===== config.mk =====
export PLATFORM = sky130hd
export DESIGN_NAME = conved_pool_reader_flat
export DESIGN_NICKNAME = d
export VERILOG_FILES = /design/src/rtl/cnn_pkg.sv /design/src/rtl/conved_pool_reader_if.sv /design/src/rtl/pool_max_acc.sv /design/src/rtl/conved_pool_reader.sv /design/src/flat_wrapper.sv
export SDC_FILE = /design/constraint.sdc
export NUM_CORES = 1
export LEC_CHECK = 0
export ABC_AREA = 1
export CORE_MARGIN = 1
export CORE_UTILIZATION = 51
export CTS_CLUSTER_SIZE = 30
export DETAILED_ROUTE_END_ITERATION = 8
export GPL_TIMING_DRIVEN = 0
export MAX_ROUTING_LAYER = met4
export PLACE_DENSITY = 0.85
export RECOVER_POWER = 50
export SYNTH_ARGS = -nofsm -noshare
export SYNTH_HDL_FRONTEND = slang
export SYNTH_SLANG_ARGS = --single-unit

===== constraint.sdc =====
create_clock -name clk -period 3.7 [get_ports clk]
set_clock_uncertainty 0.2 [all_clocks]
set_input_delay 0.555 -clock clk [delete_from_list [all_inputs] [get_ports clk]]
set_output_delay 0.555 -clock clk [all_outputs]
set_load 0.02 [all_outputs]

===== src/rtl/cnn_pkg.sv =====
// Constants shared by the conved-memory writer and reader sides of the CNN datapath,
// including the reader FSM state encoding.
package cnn_pkg;

  localparam int CON_SIZE = 4;
  localparam int CON_ADDR = 2;
  localparam int DATA_W   = 16;

  localparam logic [2:0] ST_IDLE = 3'd0;
  localparam logic [2:0] ST_RD   = 3'd1;
  localparam logic [2:0] ST_LAST = 3'd2;
  localparam logic [2:0] ST_OUT  = 3'd3;
  localparam logic [2:0] ST_FIN  = 3'd4;

  typedef enum logic [2:0] {
    IDLE = ST_IDLE,
    RD   = ST_RD,
    LAST = ST_LAST,
    OUT  = ST_OUT,
    FIN  = ST_FIN
  } pool_state_t;

endpackage


===== src/rtl/conved_pool_reader_if.sv =====
// Conved-memory read port plus the pooled-result valid/ready port of the pool reader.
interface conved_pool_reader_if
  import cnn_pkg::*;
#(
  parameter int CON_ADDR  = cnn_pkg::CON_ADDR,
  parameter int POOL_ADDR = 1,
  parameter int DATA_W    = cnn_pkg::DATA_W
);

  logic                 rd_en;
  logic [CON_ADDR-1:0]  rd_row;
  logic [CON_ADDR-1:0]  rd_col;
  logic [DATA_W-1:0]    rd_data;
  logic                 pool_valid;
  logic                 pool_ready;
  logic [DATA_W-1:0]    pool_data;
  logic [POOL_ADDR-1:0] pool_row;
  logic [POOL_ADDR-1:0] pool_col;

  modport master (
    output rd_en, rd_row, rd_col, pool_valid, pool_data, pool_row, pool_col,
    input  rd_data, pool_ready
  );

  modport slave (
    input  rd_en, rd_row, rd_col, pool_valid, pool_data, pool_row, pool_col,
    output rd_data, pool_ready
  );

endinterface


===== src/rtl/pool_max_acc.sv =====
// Signed running maximum: load takes din unconditionally, otherwise din replaces the
// held value only when strictly greater, so ties keep the earlier pixel.
module pool_max_acc
  import cnn_pkg::*;
#(
  parameter int DATA_W = cnn_pkg::DATA_W
) (
  input  logic                     clk,
  input  logic                     reset,
  input  logic                     load,
  input  logic                     en,
  input  logic signed [DATA_W-1:0] din,
  output logic signed [DATA_W-1:0] max
);

  always_ff @(posedge clk or negedge reset) begin
    if (!reset) begin
      max <= '0;
    end else if (en && (load || (din > max))) begin
      max <= din;
    end
  end

endmodule


===== src/rtl/conved_pool_reader.sv =====
// Walks the stored conved map in POOL x POOL windows, reads each pixel once, and
// hands one signed max per window to the next layer over a valid/ready port.
module conved_pool_reader
  import cnn_pkg::*;
#(
  parameter int CON_SIZE  = cnn_pkg::CON_SIZE,
  parameter int CON_ADDR  = cnn_pkg::CON_ADDR,
  parameter int POOL      = 2,
  parameter int POOL_ADDR = 1,
  parameter int DATA_W    = cnn_pkg::DATA_W
) (
  input  logic                 clk,
  input  logic                 reset,
  input  logic                 start,
  input  logic                 cv_write_en,
  output logic                 busy,
  output logic                 done,
  conved_pool_reader_if.master bus
);

  localparam int                   N        = CON_SIZE / POOL;
  localparam logic [CON_ADDR-1:0]  PIX_LAST = CON_ADDR'(POOL - 1);
  localparam logic [POOL_ADDR-1:0] WIN_LAST = POOL_ADDR'(N - 1);

  pool_state_t state, next_state;

  logic [POOL_ADDR-1:0]     win_row, win_col;
  logic [CON_ADDR-1:0]      pix_row, pix_col;
  logic                     launch, rd_issue, win_accept;
  logic                     pix_first, pix_last, win_last;
  logic                     cap_pending, cap_first;
  logic signed [DATA_W-1:0] acc_max;

  assign launch    = (state == IDLE) && start && !cv_write_en;
  assign pix_first = (pix_row == '0) && (pix_col == '0);
  assign pix_last  = (pix_row == PIX_LAST) && (pix_col == PIX_LAST);
  assign win_last  = (win_row == WIN_LAST) && (win_col == WIN_LAST);

  always_ff @(posedge clk or negedge reset) begin
    if (!reset) begin
      state <= IDLE;
    end else begin
      state <= next_state;
    end
  end

  always_comb begin
    next_state     = state;
    rd_issue       = 1'b0;
    win_accept     = 1'b0;
    bus.pool_valid = 1'b0;
    done           = 1'b0;
    case (state)
      IDLE: if (launch) next_state = RD;
      RD: begin
        if (!cv_write_en) begin
          rd_issue = 1'b1;
          if (pix_last) next_state = LAST;
        end
      end
      LAST: next_state = OUT;
      OUT: begin
        bus.pool_valid = 1'b1;
        if (bus.pool_ready) begin
          win_accept = 1'b1;
          next_state = win_last ? FIN : RD;
        end
      end
      FIN: begin
        done       = 1'b1;
        next_state = IDLE;
      end
      default: next_state = IDLE;
    endcase
  end

  // Counters only move on an issued read or an accepted result, so a writer stall
  // freezes the address while the capture of the previous read still lands.
  always_ff @(posedge clk or negedge reset) begin
    if (!reset) begin
      win_row     <= '0;
      win_col     <= '0;
      pix_row     <= '0;
      pix_col     <= '0;
      busy        <= 1'b0;
      cap_pending <= 1'b0;
      cap_first   <= 1'b0;
    end else begin
      if (launch) begin
        win_row <= '0;
        win_col <= '0;
        pix_row <= '0;
        pix_col <= '0;
        busy    <= 1'b1;
      end else if (state == FIN) begin
        busy <= 1'b0;
      end
      if (rd_issue) begin
        if (pix_col == PIX_LAST) begin
          pix_col <= '0;
          pix_row <= (pix_row == PIX_LAST) ? '0 : pix_row + 1'b1;
        end else begin
          pix_col <= pix_col + 1'b1;
        end
      end
      if (win_accept) begin
        if (win_col == WIN_LAST) begin
          win_col <= '0;
          win_row <= (win_row == WIN_LAST) ? '0 : win_row + 1'b1;
        end else begin
          win_col <= win_col + 1'b1;
        end
      end
      cap_pending <= rd_issue;
      cap_first   <= rd_issue && pix_first;
    end
  end

  // Products are formed one bit wider than the address so the last window cannot overflow.
  assign bus.rd_en  = rd_issue;
  assign bus.rd_row = CON_ADDR'((CON_ADDR+1)'(win_row) * (CON_ADDR+1)'(POOL) + (CON_ADDR+1)'(pix_row));
  assign bus.rd_col = CON_ADDR'((CON_ADDR+1)'(win_col) * (CON_ADDR+1)'(POOL) + (CON_ADDR+1)'(pix_col));

  pool_max_acc #(
    .DATA_W (DATA_W)
  ) u_acc (
    .clk   (clk),
    .reset (reset),
    .load  (cap_first),
    .en    (cap_pending),
    .din   ($signed(bus.rd_data)),
    .max   (acc_max)
  );

  assign bus.pool_data = acc_max;
  assign bus.pool_row  = win_row;
  assign bus.pool_col  = win_col;

endmodule


===== src/flat_wrapper.sv =====
// flat-port wrapper written by rule: the top's interface ports become plain ports
module conved_pool_reader_flat import cnn_pkg::*;
#(
  parameter int CON_SIZE  = cnn_pkg::CON_SIZE,
  parameter int CON_ADDR  = cnn_pkg::CON_ADDR,
  parameter int POOL      = 2,
  parameter int POOL_ADDR = 1,
  parameter int DATA_W    = cnn_pkg::DATA_W
)
  (clk, reset, start, cv_write_en, busy, done, bus_rd_en, bus_rd_row, bus_rd_col, bus_pool_valid, bus_pool_data, bus_pool_row, bus_pool_col, bus_rd_data, bus_pool_ready);
  conved_pool_reader_if #(.CON_ADDR(CON_ADDR), .POOL_ADDR(POOL_ADDR), .DATA_W(DATA_W)) bus_i ();
  input  logic clk;
  input  logic reset;
  input  logic start;
  input  logic cv_write_en;
  output logic busy;
  output logic done;
  output wire logic [$bits(bus_i.rd_en)-1:0] bus_rd_en;
  output wire logic [$bits(bus_i.rd_row)-1:0] bus_rd_row;
  output wire logic [$bits(bus_i.rd_col)-1:0] bus_rd_col;
  output wire logic [$bits(bus_i.pool_valid)-1:0] bus_pool_valid;
  output wire logic [$bits(bus_i.pool_data)-1:0] bus_pool_data;
  output wire logic [$bits(bus_i.pool_row)-1:0] bus_pool_row;
  output wire logic [$bits(bus_i.pool_col)-1:0] bus_pool_col;
  input wire logic [$bits(bus_i.rd_data)-1:0] bus_rd_data;
  input wire logic [$bits(bus_i.pool_ready)-1:0] bus_pool_ready;
  assign bus_rd_en = bus_i.rd_en;
  assign bus_rd_row = bus_i.rd_row;
  assign bus_rd_col = bus_i.rd_col;
  assign bus_pool_valid = bus_i.pool_valid;
  assign bus_pool_data = bus_i.pool_data;
  assign bus_pool_row = bus_i.pool_row;
  assign bus_pool_col = bus_i.pool_col;
  assign bus_i.rd_data = bus_rd_data;
  assign bus_i.pool_ready = bus_pool_ready;
  conved_pool_reader #(.CON_SIZE(CON_SIZE), .CON_ADDR(CON_ADDR), .POOL(POOL), .POOL_ADDR(POOL_ADDR), .DATA_W(DATA_W)) u_core (.clk(clk), .reset(reset), .start(start), .cv_write_en(cv_write_en), .busy(busy), .done(done), .bus(bus_i));
endmodule

# Yosys cells after proc, flatten, opt, wreduce, memory -nomap -nowiden
# Index checks and enable logic that the tools add are counted.
dict set report totals {
  ff_bits 28
  input_bits 21
  output_inout_bits 26
  word_cells 70
}
dict set report classes {
  add_sub_neg 6
  magnitude_cmp 1
  eq_ne 10
  muxes 28
  n_reduce_logical 16
}
# operator n
set ops {}
lappend ops {{$gt 16x16->1} 1}
lappend ops {{$mux 1} 15}
lappend ops {{$mux 3} 5}
lappend ops {{$mux 2} 7}
lappend ops {{$pmux 3 s4} 1}
lappend ops {{$logic_and 1x1->1} 7}
lappend ops {{$eq 3x2->1 const B} 2}
lappend ops {{$reduce_bool 2->1} 3}
lappend ops {{$add 2x1->2 const B} 2}
lappend ops {{$add 2x2->2} 2}
lappend ops {{$eq 2x1->1 const B} 2}
lappend ops {{$logic_not 2->1} 2}
lappend ops {{$ne 2x1->1 const B} 2}
lappend ops {{$ne 2x2->1 const B} 2}
lappend ops {{$reduce_and 4->1} 1}
lappend ops {{$eq 3x1->1 const B} 1}
lappend ops {{$eq 3x3->1 const B} 1}
lappend ops {{$logic_not 3->1} 1}
lappend ops {{$add 1x1->1 const B} 2}
lappend ops {{$logic_not 1->1} 1}
lappend ops {{$logic_or 1x1->1} 1}

# Longest topological paths before layout
dict set report logic_depth {
  word_depth 6
  mapped_depth 18
  mapped_depth_nobuf 17
}

# Hierarchy
# A second synthesis with hierarchy kept.
dict set report unflattened {
  hier_cells 227
  hier_area_um2 1767.9
}
# module instances cells_each area_each_um2 seq_area_each_um2
set modules_own_cells {}
lappend modules_own_cells {pool_max_acc 1 149 1119.8 400.4}
lappend modules_own_cells {conved_pool_reader 1 78 648.1 300.3}

# Worst setup path before layout
# OpenSTA, ideal clock, no wires.
dict set report synth_path {
  path_kind {input to register}
  startpoint {input port bus_rd_data[15]}
  endpoint {register u_core.u_acc.max[0]}
  setup_time_ps 117
  arrival_ps 1802
  t_required_ps 3383
  path_slack_ps 1581
  stages 13
  path_buffers 1
  path_cell_list {ha_1 nand2_2 o21bai_1 nand2_1 a21oi_2 nand2_1 nand2_1 nand3_2 nand2_4 nand2_4 buf_6 nand2_1 nand2_1}
}
dict set report synth_between {
  elab_chain_cells 3
}
# item line
set synth_lines {}
lappend synth_lines {{start: declaration} flat_wrapper.sv:25} ;# input wire logic [$bits(bus_i.rd_data)-1:0] bus_rd_data;
lappend synth_lines {{$gt 16x16->1} pool_max_acc.sv:19} ;# end else if (en && (load || (din > max))) begin
lappend synth_lines {{$logic_or 1x1->1} pool_max_acc.sv:19}
lappend synth_lines {{$logic_and 1x1->1} pool_max_acc.sv:19}
lappend synth_lines {{end signal: assignment} pool_max_acc.sv:20} ;# max <= din;
lappend synth_lines {{end: declaration} pool_max_acc.sv:13} ;# output logic signed [DATA_W-1:0] max
# Every way passes these cells.
# A chain may end at the register's enable or synchronous reset.

# Worst setup path after layout
dict set report layout_path {
  startpoint {register u_core.state[1]}
  endpoint {output port bus_rd_en}
}
dict set report layout_between {
  elab_chain_cells 2
}
# item line
set layout_lines {}
lappend layout_lines {{start: declaration} conved_pool_reader.sv:25} ;# pool_state_t state, next_state;
lappend layout_lines {{start signal: assignment} conved_pool_reader.sv:43} ;# state <= next_state;
lappend layout_lines {{$eq 3x1->1} conved_pool_reader.sv:53} ;# case (state)
lappend layout_lines {{$mux 1} conved_pool_reader.sv:53}
lappend layout_lines {{end: declaration} flat_wrapper.sv:18} ;# output wire logic [$bits(bus_i.rd_en)-1:0] bus_rd_en;
# Every way passes these cells.

==> results.ini <==
[layout]
multi_input_area_um2=795.8
finalNonFillerCells=305
num-nets-final=299
syn_to_final_growth_pct=33.68
regArea_um2=700.7
fillers=245
drive_gt1_share_pct=6.130
diodes=0
stdcell_area_um2=2230
final_util_pct=72.44

[cts]
cts_hold_buf=0
cts.sinks=28
clock-root-buffer=clkbuf_4
cts_tree=yes
clockBufferDepth=2
ctsResizeCount=0
cts_buffers=3
clk_pin_slew_ns=0.16
cts_setup_buffers=0
clk_latency_ns=0.34
h-tree-depth=1

[logic_synthesis]
netlist-cell-type-count=26
ys_ff_latch=28
async_flop_share_pct=100.0
yosysSeqAreaShare_pct=42.01
synthCells=211
synth_ff_type=dfrtp_1
synthesis.nets=248
netlist_area_um2=1668
yosys_warnings=0
syn_area_per_cell_um2=7.905
synth_enable_flop_cells=0

[sta]
drv_slew=0
slew_headroom_pct=1.287
tightest_slew_ns=1.481
setup_viol=0
max_freq_mhz=355.5
setup_tns_ns=0
finalHoldViolations=0
period_share_pct=76.03
rsz0062_at_grt=false
fin_crit_ns=2.813

[setup_path]
criticalPathCategory=flip-flop to primary output
reg2regPathDepth=14
r2r_start=u_core.u_acc.max[15]
r2r_end=u_core.u_acc.max[12]
critPathSlowestCell=clkdlybuf4s50_1
crit_path_end_kind=primary output
required_ns=2.94
cp_cell_sequence=nor3_1 -> inv_1 -> nor2_1 -> clkdlybuf4s50_1
cpPeakStageDelay_ns=0.67
arrival_ns=2.06
r2r_slack_ns=1.50
critPathLaunchType=flip-flop
crit_fanout=5

[die]
die-area_um2=3503
core_area_um2=3078
initial_utilization_pct=54.19
die_w_um=59.19
pin_count=47
num_rows=20
fp.dieH_um=59.19

[routing]
firstDrtPassIters=4
wl_per_cell_um=11.29
post_drt_via_cell_ratio=4.892
final_antenna_net_count=0
routed_wl_um=3443
drc=0
first_iter_violations=51
vias=1492

[pwr]
cellPowerDensity_nw_per_um2=798.2
leakagePower_nw=1.151
finalPower_mw=1.780
ir_drop_mv=0.4335

[placed_design]
gp_congestion=0.8768
io_buffers=46
dp_cells=301
placed_area_um2=2183
dp_hpwl_um=2616

[min_path]
min_to=u_core.u_acc.max[11]
hp-class=flip-flop to flip-flop
min_from=u_core.u_acc.max[11]
hold_depth=2

[flow_run]
drv_cap=0

[global_routing]
track_usage_pct=22.69
grt_pass1_wl_um=5851
grt_pass1_vias=1375
grt_start_max_net_pins=29
antenna_found_initial=0
grt_overflow=0

[status]
status=finished, final reports clean

-- kinds of logic (layout without fill, tap and decap cells) --
kind of cell	Yosys count	in the layout	share of synthesized area (%)
AO/OA/AOI/OAI	19	19	6.753
AND/OR/NAND/NOR	106	106	27.91
buffers and inverters	40	90	10.28
flip-flops	28	28	42.01
adder cells (fa/ha/maj)	16	16	12.00
XOR/XNOR	2	2	1.050
-- routing by layer --
layer / vias to the layer above / track usage (%) / routed length, um
met5: - / - / 0
met4: 0 / 10.20 / 72
met3: 7 / 2.183 / 113
met2: 33 / 37.08 / 1545
met1: 682 / 28.45 / 1713
li1: 770 / - / -
-- flip-flops by register name, summed over array words and instances (netlist names) --
signal               flops
u_core.u_acc.max        16
u_core.state             3
u_core.pix_col           2
u_core.pix_row           2
u_core.bus.pool_col      1
u_core.bus.pool_row      1
u_core.busy              1
u_core.cap_first         1
u_core.cap_pending       1
-- stage by stage --
step	hold slack [ns]	setup slack, ns
after global placement	0.2768	0.9628
final	0.3172	0.8870
after floorplan	0.05941	1.581
after global routing	0.3377	0.7602
after CTS	0.3245	0.8907
after detailed placement	0.2891	0.9000
-- layout make-up --
| type | count | area share (%) |
|---|---|---|
| Buffer | 6 | 1.964 |
| Sequential cell | 28 | 31.43 |
| Multi-Input combinational cell | 143 | 35.69 |
| Timing Repair Buffer | 46 | 20.37 |
| Clock inverter | 1 | 1.347 |
| Clock buffer | 3 | 1.010 |
| Inverter | 34 | 5.724 |
| Tap cell | 44 | 2.469 |
-- cells in the final DEF, fill, tap and decap left out, types with 3 or more instances in the layout --
master	count
nand2_1	61
clkdlybuf4s50_1	44
inv_1	34
dfrtp_1	28
nand3_1	22
ha_1	16
nor2_1	13
a21oi_1	8
o21ai_0	4
buf_4	3
clkbuf_4	3
-- worst max-delay path by stage --
| stage | startpoint | end | slack, ns | cells after the start |
|---|---|---|---|---|
| after floorplan | bus_rd_data[15] | u_core.u_acc.max[0] | 1.58 | 13 |
| after global placement | bus_rd_data[15] | u_core.u_acc.max[2] | 0.96 | 14 |
| after detailed placement | bus_rd_data[15] | u_core.u_acc.max[12] | 0.90 | 14 |
| after CTS | u_core.state[1] | bus_rd_en | 0.89 | 4 |
| after global routing | u_core.state[1] | bus_rd_en | 0.76 | 4 |
| final | u_core.state[1] | bus_rd_en | 0.89 | 4 |
-- synthesized netlist by cell type (all sizes together) (2+ instances only) --
cell type	count	share of area, %
a21oi	9	2.9
nand2	64	15
ha	16	12
nor2	13	2.9
nand3	23	7.2
nor3	3	1.2
buf	6	2.6
dfrtp	28	42
inv	34	7.7
nand4	2	0.75
xor2	2	1.1
o21ai	4	1.2
-- power by group --
group | switching [mW] | internal, mW | leakage (nW)
logic | 0.585 | 0.459 | 0.772
registers | 0.0988 | 0.429 | 0.352
clock network | 0.0975 | 0.110 | 0.0279
total | 0.782 | 0.998 | 1.15
-- worst max-delay path, delay by kind of cell, from the launching register on --
family | cells | cell delay [ns]
flops | 1 | 0.44
simple gates | 2 | 0.52
buf+inv | 2 | 0.75
Note: power is estimated with default switching activity, not from simulation.
